File: src/rtl/ram_bist_pkg.sv
// ram_bist_pkg: shared types and constants for the March C- RAM BIST controller.
//   bist_state_t   controller state encoding
//   march_elem_t   one march element: direction, read/expect, write/value
//   march_elem()   the M0-M5 element table, indexed by element number
package ram_bist_pkg;

    typedef enum logic [2:0] {
        ST_IDLE     = 3'd0,
        ST_WR_ONLY  = 3'd1,
        ST_RD_ISSUE = 3'd2,
        ST_RD_CHK   = 3'd3,
        ST_DONE     = 3'd4
    } bist_state_t;

    // Values are 1-bit backgrounds; they are replicated across the data width.
    typedef struct packed {
        logic down;
        logic rd_en;
        logic rd_val;
        logic wr_en;
        logic wr_val;
    } march_elem_t;

    localparam int         NUM_ELEM = 6;
    localparam logic [7:0] ZERO_BG  = 8'h00;
    localparam logic [7:0] ONE_BG   = 8'hFF;

    // Bit order: {down, rd_en, rd_val, wr_en, wr_val}
    function automatic march_elem_t march_elem(input logic [2:0] idx);
        case (idx)
            3'd0:    march_elem = march_elem_t'(5'b0_0_0_1_0); // up   (w0)
            3'd1:    march_elem = march_elem_t'(5'b0_1_0_1_1); // up   (r0,w1)
            3'd2:    march_elem = march_elem_t'(5'b0_1_1_1_0); // up   (r1,w0)
            3'd3:    march_elem = march_elem_t'(5'b1_1_0_1_1); // down (r0,w1)
            3'd4:    march_elem = march_elem_t'(5'b1_1_1_1_0); // down (r1,w0)
            3'd5:    march_elem = march_elem_t'(5'b0_1_0_0_0); // up   (r0)
            default: march_elem = march_elem_t'(5'b0);
        endcase
    endfunction

endpackage

File: src/rtl/bist_addr_gen.sv
// bist_addr_gen: loadable up/down address counter for the march elements.
//   clk, rst    clock, synchronous active-high reset
//   load        load the first address of the direction given by load_down
//   load_down   1: load all-ones (descending), 0: load zero (ascending)
//   step        advance one address in the direction given by down
//   down        direction of the element currently running
//   addr        current address
//   first/last  addr is the first/last address for direction down
module bist_addr_gen #(
    parameter int ADDR_W = 10
) (
    input  logic              clk,
    input  logic              rst,
    input  logic              load,
    input  logic              load_down,
    input  logic              step,
    input  logic              down,
    output logic [ADDR_W-1:0] addr,
    output logic              first,
    output logic              last
);
    localparam logic [ADDR_W-1:0] ONE = ADDR_W'(1);

    always_ff @(posedge clk) begin
        if (rst)
            addr <= '0;
        else if (load)
            addr <= {ADDR_W{load_down}};
        else if (step)
            addr <= down ? addr - ONE : addr + ONE;
    end

    assign first = down ? (addr == '1) : (addr == '0);
    assign last  = down ? (addr == '0) : (addr == '1);

endmodule

File: src/rtl/ram_bist_ctrl.sv
// ram_bist_ctrl: March C- BIST controller for a dual-address RAM.
//   ram_clk, ram_rst          clock, synchronous active-high reset
//   bist_start                one-cycle start request (ignored while busy)
//   ram_rd_dat                RAM read data, one cycle after ram_rd_addrs
//   ram_rd_addrs              RAM read address
//   ram_wrt_addrs/_en/_dat    RAM write port
//   bist_busy, bist_done      test running / finished (done sticky)
//   bist_fail, fail_addr,     sticky fail flag and first-miscompare
//   fail_elem, fail_data      location, element and read data
//   err_cnt                   saturating miscompare count
// Build option: BIST_STOP_ON_FAIL_EN ends the test on the first miscompare
// and suppresses that cycle's write.
//
// state       | meaning
// ST_IDLE     | waiting for bist_start
// ST_WR_ONLY  | write-only element (M0), one write per cycle
// ST_RD_ISSUE | read address presented to RAM
// ST_RD_CHK   | read data compared; write of same address if element writes
// ST_DONE     | test complete, results held until next start
module ram_bist_ctrl
    import ram_bist_pkg::*;
#(
    parameter int ADDR_W = 10,
    parameter int DATA_W = 8
) (
    input  logic              ram_clk,
    input  logic              ram_rst,
    input  logic              bist_start,
    input  logic [DATA_W-1:0] ram_rd_dat,
    output logic [ADDR_W-1:0] ram_rd_addrs,
    output logic [ADDR_W-1:0] ram_wrt_addrs,
    output logic              ram_wrt_en,
    output logic [DATA_W-1:0] ram_wrt_dat,
    output logic              bist_busy,
    output logic              bist_done,
    output logic              bist_fail,
    output logic [ADDR_W-1:0] fail_addr,
    output logic [2:0]        fail_elem,
    output logic [DATA_W-1:0] fail_data,
    output logic [15:0]       err_cnt
);
    bist_state_t       state, state_nxt;
    logic [2:0]        elem;
    march_elem_t       cur, nxt;
    logic [ADDR_W-1:0] addr;
    logic              addr_last, addr_first_unused;
    logic              start_ok, final_elem, miscmp, abort, adv;
    logic              ag_load, ag_load_down, ag_step;

    assign start_ok   = bist_start && (state == ST_IDLE || state == ST_DONE);
    assign final_elem = (elem == 3'(NUM_ELEM - 1));
    assign cur        = march_elem(elem);
    assign nxt        = march_elem(final_elem ? elem : elem + 3'd1);
    assign miscmp     = (state == ST_RD_CHK) && cur.rd_en &&
                        (ram_rd_dat != {DATA_W{cur.rd_val}});
`ifdef BIST_STOP_ON_FAIL_EN
    assign abort = miscmp;
`else
    assign abort = 1'b0;
`endif
    // adv: the current address is finished this cycle
    assign adv          = (state == ST_WR_ONLY) || (state == ST_RD_CHK && !abort);
    assign ag_load      = start_ok || (adv && addr_last && !final_elem);
    assign ag_load_down = start_ok ? march_elem(3'd0).down : nxt.down;
    assign ag_step      = adv && !addr_last;

    bist_addr_gen #(.ADDR_W(ADDR_W)) u_addr_gen (
        .clk       (ram_clk),
        .rst       (ram_rst),
        .load      (ag_load),
        .load_down (ag_load_down),
        .step      (ag_step),
        .down      (cur.down),
        .addr      (addr),
        .first     (addr_first_unused),
        .last      (addr_last)
    );

    always_ff @(posedge ram_clk) begin
        if (ram_rst)
            state <= ST_IDLE;
        else
            state <= state_nxt;
    end

    always_comb begin
        state_nxt = state;
        unique case (state)
            ST_IDLE, ST_DONE:
                if (start_ok)
                    state_nxt = march_elem(3'd0).rd_en ? ST_RD_ISSUE : ST_WR_ONLY;
            ST_WR_ONLY:
                if (addr_last)
                    state_nxt = final_elem ? ST_DONE :
                                (nxt.rd_en ? ST_RD_ISSUE : ST_WR_ONLY);
            ST_RD_ISSUE:
                state_nxt = ST_RD_CHK;
            ST_RD_CHK:
                if (abort)
                    state_nxt = ST_DONE;
                else if (addr_last)
                    state_nxt = final_elem ? ST_DONE :
                                (nxt.rd_en ? ST_RD_ISSUE : ST_WR_ONLY);
                else
                    state_nxt = ST_RD_ISSUE;
            default:
                state_nxt = ST_IDLE;
        endcase
    end

    always_comb begin
        bist_busy     = (state == ST_WR_ONLY) || (state == ST_RD_ISSUE) ||
                        (state == ST_RD_CHK);
        bist_done     = (state == ST_DONE);
        ram_wrt_en    = (state == ST_WR_ONLY) ||
                        ((state == ST_RD_CHK) && cur.wr_en && !abort);
        ram_wrt_dat   = ram_wrt_en ? {DATA_W{cur.wr_val}} : '0;
        ram_wrt_addrs = addr;
        ram_rd_addrs  = addr;
    end

    always_ff @(posedge ram_clk) begin
        if (ram_rst || start_ok)
            elem <= 3'd0;
        else if (adv && addr_last && !final_elem)
            elem <= elem + 3'd1;
    end

    always_ff @(posedge ram_clk) begin
        if (ram_rst || start_ok) begin
            bist_fail <= 1'b0;
            fail_addr <= '0;
            fail_elem <= 3'd0;
            fail_data <= '0;
            err_cnt   <= 16'h0000;
        end else if (miscmp) begin
            if (err_cnt != 16'hFFFF)
                err_cnt <= err_cnt + 16'h0001;
            if (!bist_fail) begin
                bist_fail <= 1'b1;
                fail_addr <= addr;
                fail_elem <= elem;
                fail_data <= ram_rd_dat;
            end
        end
    end

endmodule

File: config.mk
export PLATFORM = sky130hd
export DESIGN_NAME = ram_bist_ctrl
export DESIGN_NICKNAME = d
export VERILOG_FILES = /design/src/rtl/ram_bist_pkg.sv /design/src/rtl/bist_addr_gen.sv /design/src/rtl/ram_bist_ctrl.sv
export SDC_FILE = /design/constraint.sdc
export NUM_CORES = 1
export LEC_CHECK = 0
export BUFFER_PORTS_ARGS = -buffer_cell sky130_fd_sc_hd__buf_2
export CAP_MARGIN = 20
export CORE_ASPECT_RATIO = 0.9
export CORE_MARGIN = 2
export CORE_UTILIZATION = 35
export CTS_CLUSTER_SIZE = 12
export DETAILED_ROUTE_END_ITERATION = 6
export PLACE_DENSITY_LB_ADDON = 0.3
export SYNTH_ARGS = -nofsm -noshare
export SYNTH_HDL_FRONTEND = slang
export SYNTH_SLANG_ARGS = --single-unit
File: constraint.sdc
create_clock -name ram_clk -period 3.86 [get_ports ram_clk]
set_clock_uncertainty 0.15 [all_clocks]
set_input_delay 0.579 -clock ram_clk [delete_from_list [all_inputs] [get_ports ram_clk]]
set_output_delay 0.579 -clock ram_clk [all_outputs]
set_load 0.01 [all_outputs]
==> results.json <==
{
  "n_fill_cell": 854,
  "gp_congestion": 0.8171,
  "synth_compound_area_share_pct": 17.60,
  "use_met1_pct": 23.95,
  "path_clk_slew_ns": 0.10,
  "nNetsFinal": 452,
  "start_kind": "flop",
  "drtPass1Iterations": 4,
  "area_growth_pct": 15.25,
  "multiInputGateArea_um2": 1587,
  "drive_gt1_share_pct": 23.20,
  "max_cap_viol_count": 0,
  "fin_crit_sh_pct": 77.18,
  "drc": 0,
  "postCtsSetupRepairBufs": 0,
  "max_stage_delay_ns": 0.56,
  "synth_top_family_by_area": "simple AND/OR/NAND/NOR gates",
  "portBuffers": 79,
  "regArea_um2": 1081,
  "htreeDepth": 2,
  "ant_nets": 0,
  "fin_crit_ns": 2.979,
  "grt_pass1_wl_mm": 11.95,
  "pwr-share-seq_pct": 52.9,
  "die_area_um2": 9118,
  "clock_power_share_pct": 34.1,
  "holdBufCountCts": 0,
  "path_cells": "ha_1 > ha_1 > a21oi_1 > buf_4 > or4_4 > and2_4 > a211oi_4 > a21oi_1 > a211oi_1",
  "ys_types": 56,
  "synth_simple_gate_area_share_pct": 28.53,
  "critPathCaptureType": "flop",
  "whs_ns": 0.3047,
  "maxSlewHeadroom_pct": 48.18,
  "cts.path.max_buffers": 2,
  "synth_nets": 398,
  "yosys_most_used_dff": "dfxtp_1",
  "avgRoutedWirePerCell_um": 13.88,
  "post_drt_via_cell_ratio": 5.266,
  "grt_antenna_before_repair": 0,
  "dp_hpwl_mm": 5.299,
  "grt-busiest-layer": "met1",
  "synth.area.mux_share_pct": 0.3417,
  "routed_wl_mm": 7.356,
  "p_leak_nw": 1.474,
  "syn_area_per_cell_um2": 7.790,
  "worstHoldPathType": "reg -> reg",
  "synth_xor_area_share_pct": 2.990,
  "start_util_pct": 36.31,
  "rsz0062_at_grt": "false",
  "clock_sinks": 54,
  "switchingPower_mw": 0.2957,
  "root_buffer": "clkbuf_8",
  "grt_pass1_vias": 2437,
  "crit_required_ns": 3.93,
  "clock_latency_ns": 0.30,
  "synth_warnings": 0,
  "die_w_um": 100.4,
  "slew_viol_final": 0,
  "use_met2_pct": 22.71,
  "fp.coreArea_um2": 8068,
  "status": "finished clean",
  "final_util_pct": 41.84,
  "path_class": "reg -> reg",
  "diodes": 0,
  "ys_seq_elements": 54,
  "powerDensity_nw_per_um2": 328.5,
  "drtIter0Drc": 265,
  "synth_area_um2": 2929,
  "yosysSeqAreaShare_pct": 36.91,
  "overflow": 0,
  "setup_tns_ns": 0,
  "rows": 31,
  "setup_violations": 0,
  "synth_edf_count": 0,
  "finalHoldViolCount": 0,
  "max_freq_mhz": 335.7,
  "finalPower_mw": 1.109,
  "p_comb_share_pct": 13.1,
  "io_pins": 80,
  "cts_buffers": 5,
  "ir_worst_vdd_mv": 0.1343,
  "cp_max_fo": 11,
  "cts-resized-gates": 0,
  "grt_use_total_pct": 15.88,
  "die_h_um": 90.79,
  "synth_fa_ha_area_share_pct": 4.699,
  "via_count": 2791,
  "cts_tree": "done",
  "grt_max_degree": 25,
  "synthArstFlopShare_pct": 0,
  "use_met3_pct": 3.328,
  "crit_arrival_ns": 3.05,
  "p_int_mw": 0.8133,
  "cpMaxStageDelayCell": "or4_4",
  "worstMarginPinSlew_ns": 0.7773,
  "syn_inst": 376,
  "p_sw_share_pct": 26.67
}
through the flow:
stage                     area (um^2)  instances  setup slack [ns]
after floorplan                  2929        376             1.016
after global placement           3269        522             1.048
after detailed placement         3269        522            0.9437
after CTS                        3376        530            0.9043
after global routing             3376        530            0.6810
final                            3376        530            0.8808
power by group through the flow:
| stage | logic (mW) | clock network (mW) | registers (mW) |
|---|---|---|---|
| 2_1_floorplan | 0.110 | 0 | 0.589 |
| 3_3_place_gp | 0.146 | 0 | 0.598 |
| 3_5_place_dp | 0.144 | 0 | 0.599 |
| 4_1_cts | 0.144 | 0.393 | 0.586 |
| 5_1_grt | 0.159 | 0.407 | 0.589 |
| 6_report | 0.145 | 0.378 | 0.586 |
cells in the final DEF, fill, tap and decap left out, types with 6 or more instances in the layout:
cell type / count
buf_2: 79
nor3_1: 12
xor2_1: 7
buf_4: 6
nand4_1: 8
nor4_1: 9
a21oi_1: 46
nand2_1: 68
ha_1: 11
nor2_1: 24
inv_1: 10
nand3_1: 12
o21ai_0: 7
dfxtp_1: 54
and3_1: 10
critical path: cells and delay by family, from the launching register on:
family / cells / cell delay (ns)
AO/OA/AOI/OAI: 4 / 0.86
adder cells (fa/ha/maj): 2 / 0.42
buffers and inverters: 1 / 0.21
flip-flops: 1 / 0.51
AND/OR/NAND/NOR: 2 / 0.74
sequential cells by signal (all words and copies together), names as in the netlist:
name and count:
fail_data 8, state 3, fail_addr 10, elem 3, u_addr_gen.addr 10, err_cnt 16, fail_elem 3, bist_fail 1
per-layer routing:
layer | routed length [um] | up-vias
met5 | 0 | -
met4 | 54 | 0
met3 | 520 | 2
met2 | 3041 | 98
met1 | 3739 | 1271
li1 | - | 1420
cells by family (layout without fill, tap and decap cells):
logic type                 Yosys count  count (layout)
and+or+nand+nor                    170             170
AOI/OAI and AO/OA                   82              82
DFF                                 54              54
buffers and inverters               48             103
adders and majority gates           11              11
xor gates and xnor gates            10              10
muxes                                1               1
final timing paths:
check / slack (ns) / depth (start not counted) / from / endpoint
max: 0.88 / 9 / elem[1]$_SDFFE_PP0P_ / u_addr_gen.addr[2]$_SDFFE_PP0P_
max reg2reg: 0.88 / 9 / elem[1]$_SDFFE_PP0P_ / u_addr_gen.addr[2]$_SDFFE_PP0P_
min reg2reg: 0.30 / 2 / fail_addr[5]$_SDFFE_PP0P_ / fail_addr[5]$_SDFFE_PP0P_
min: 0.30 / 2 / fail_addr[5]$_SDFFE_PP0P_ / fail_addr[5]$_SDFFE_PP0P_
synthesized netlist by cell type, types with 2 or more instances:
cell type / instances / area (um^2)
buf_4: 17 / 127.6
or3_1: 4 / 25.02
clkbuf_1: 16 / 60.06
o211a_1: 2 / 20.02
and3_1: 10 / 62.56
or4_1: 3 / 22.52
o211ai_1: 3 / 22.52
and4_1: 2 / 17.52
a41o_1: 2 / 20.02
nand3_1: 12 / 60.06
a21oi_1: 46 / 230.2
nor2b_1: 4 / 25.02
nand4_1: 8 / 50.05
o21ai_0: 7 / 35.03
nand2b_1: 3 / 18.77
xnor2_1: 3 / 26.28
ha_1: 11 / 137.6
nor2_1: 24 / 90.09
nand2_1: 68 / 255.2
inv_1: 10 / 37.54
or4_4: 2 / 22.52
nor4_1: 9 / 56.30
a211oi_1: 3 / 22.52
dfxtp_1: 54 / 1081
nor3_1: 12 / 60.06
and2_1: 2 / 12.51
a31oi_1: 2 / 12.51
buf_2: 2 / 10.01
buf_6: 2 / 22.52
xor2_1: 7 / 61.31
area by class of cell:
cell class	instances	share of cell area (%)
Tap cell	99	3.669
Sequential cell	54	32.02
Multi-Input combinational cell	274	47.00
Clock inverter	1	0.8895
Timing Repair Buffer	85	13.05
Clock buffer	7	2.261
Inverter	10	1.112
(Power assumes the default switching activity.)
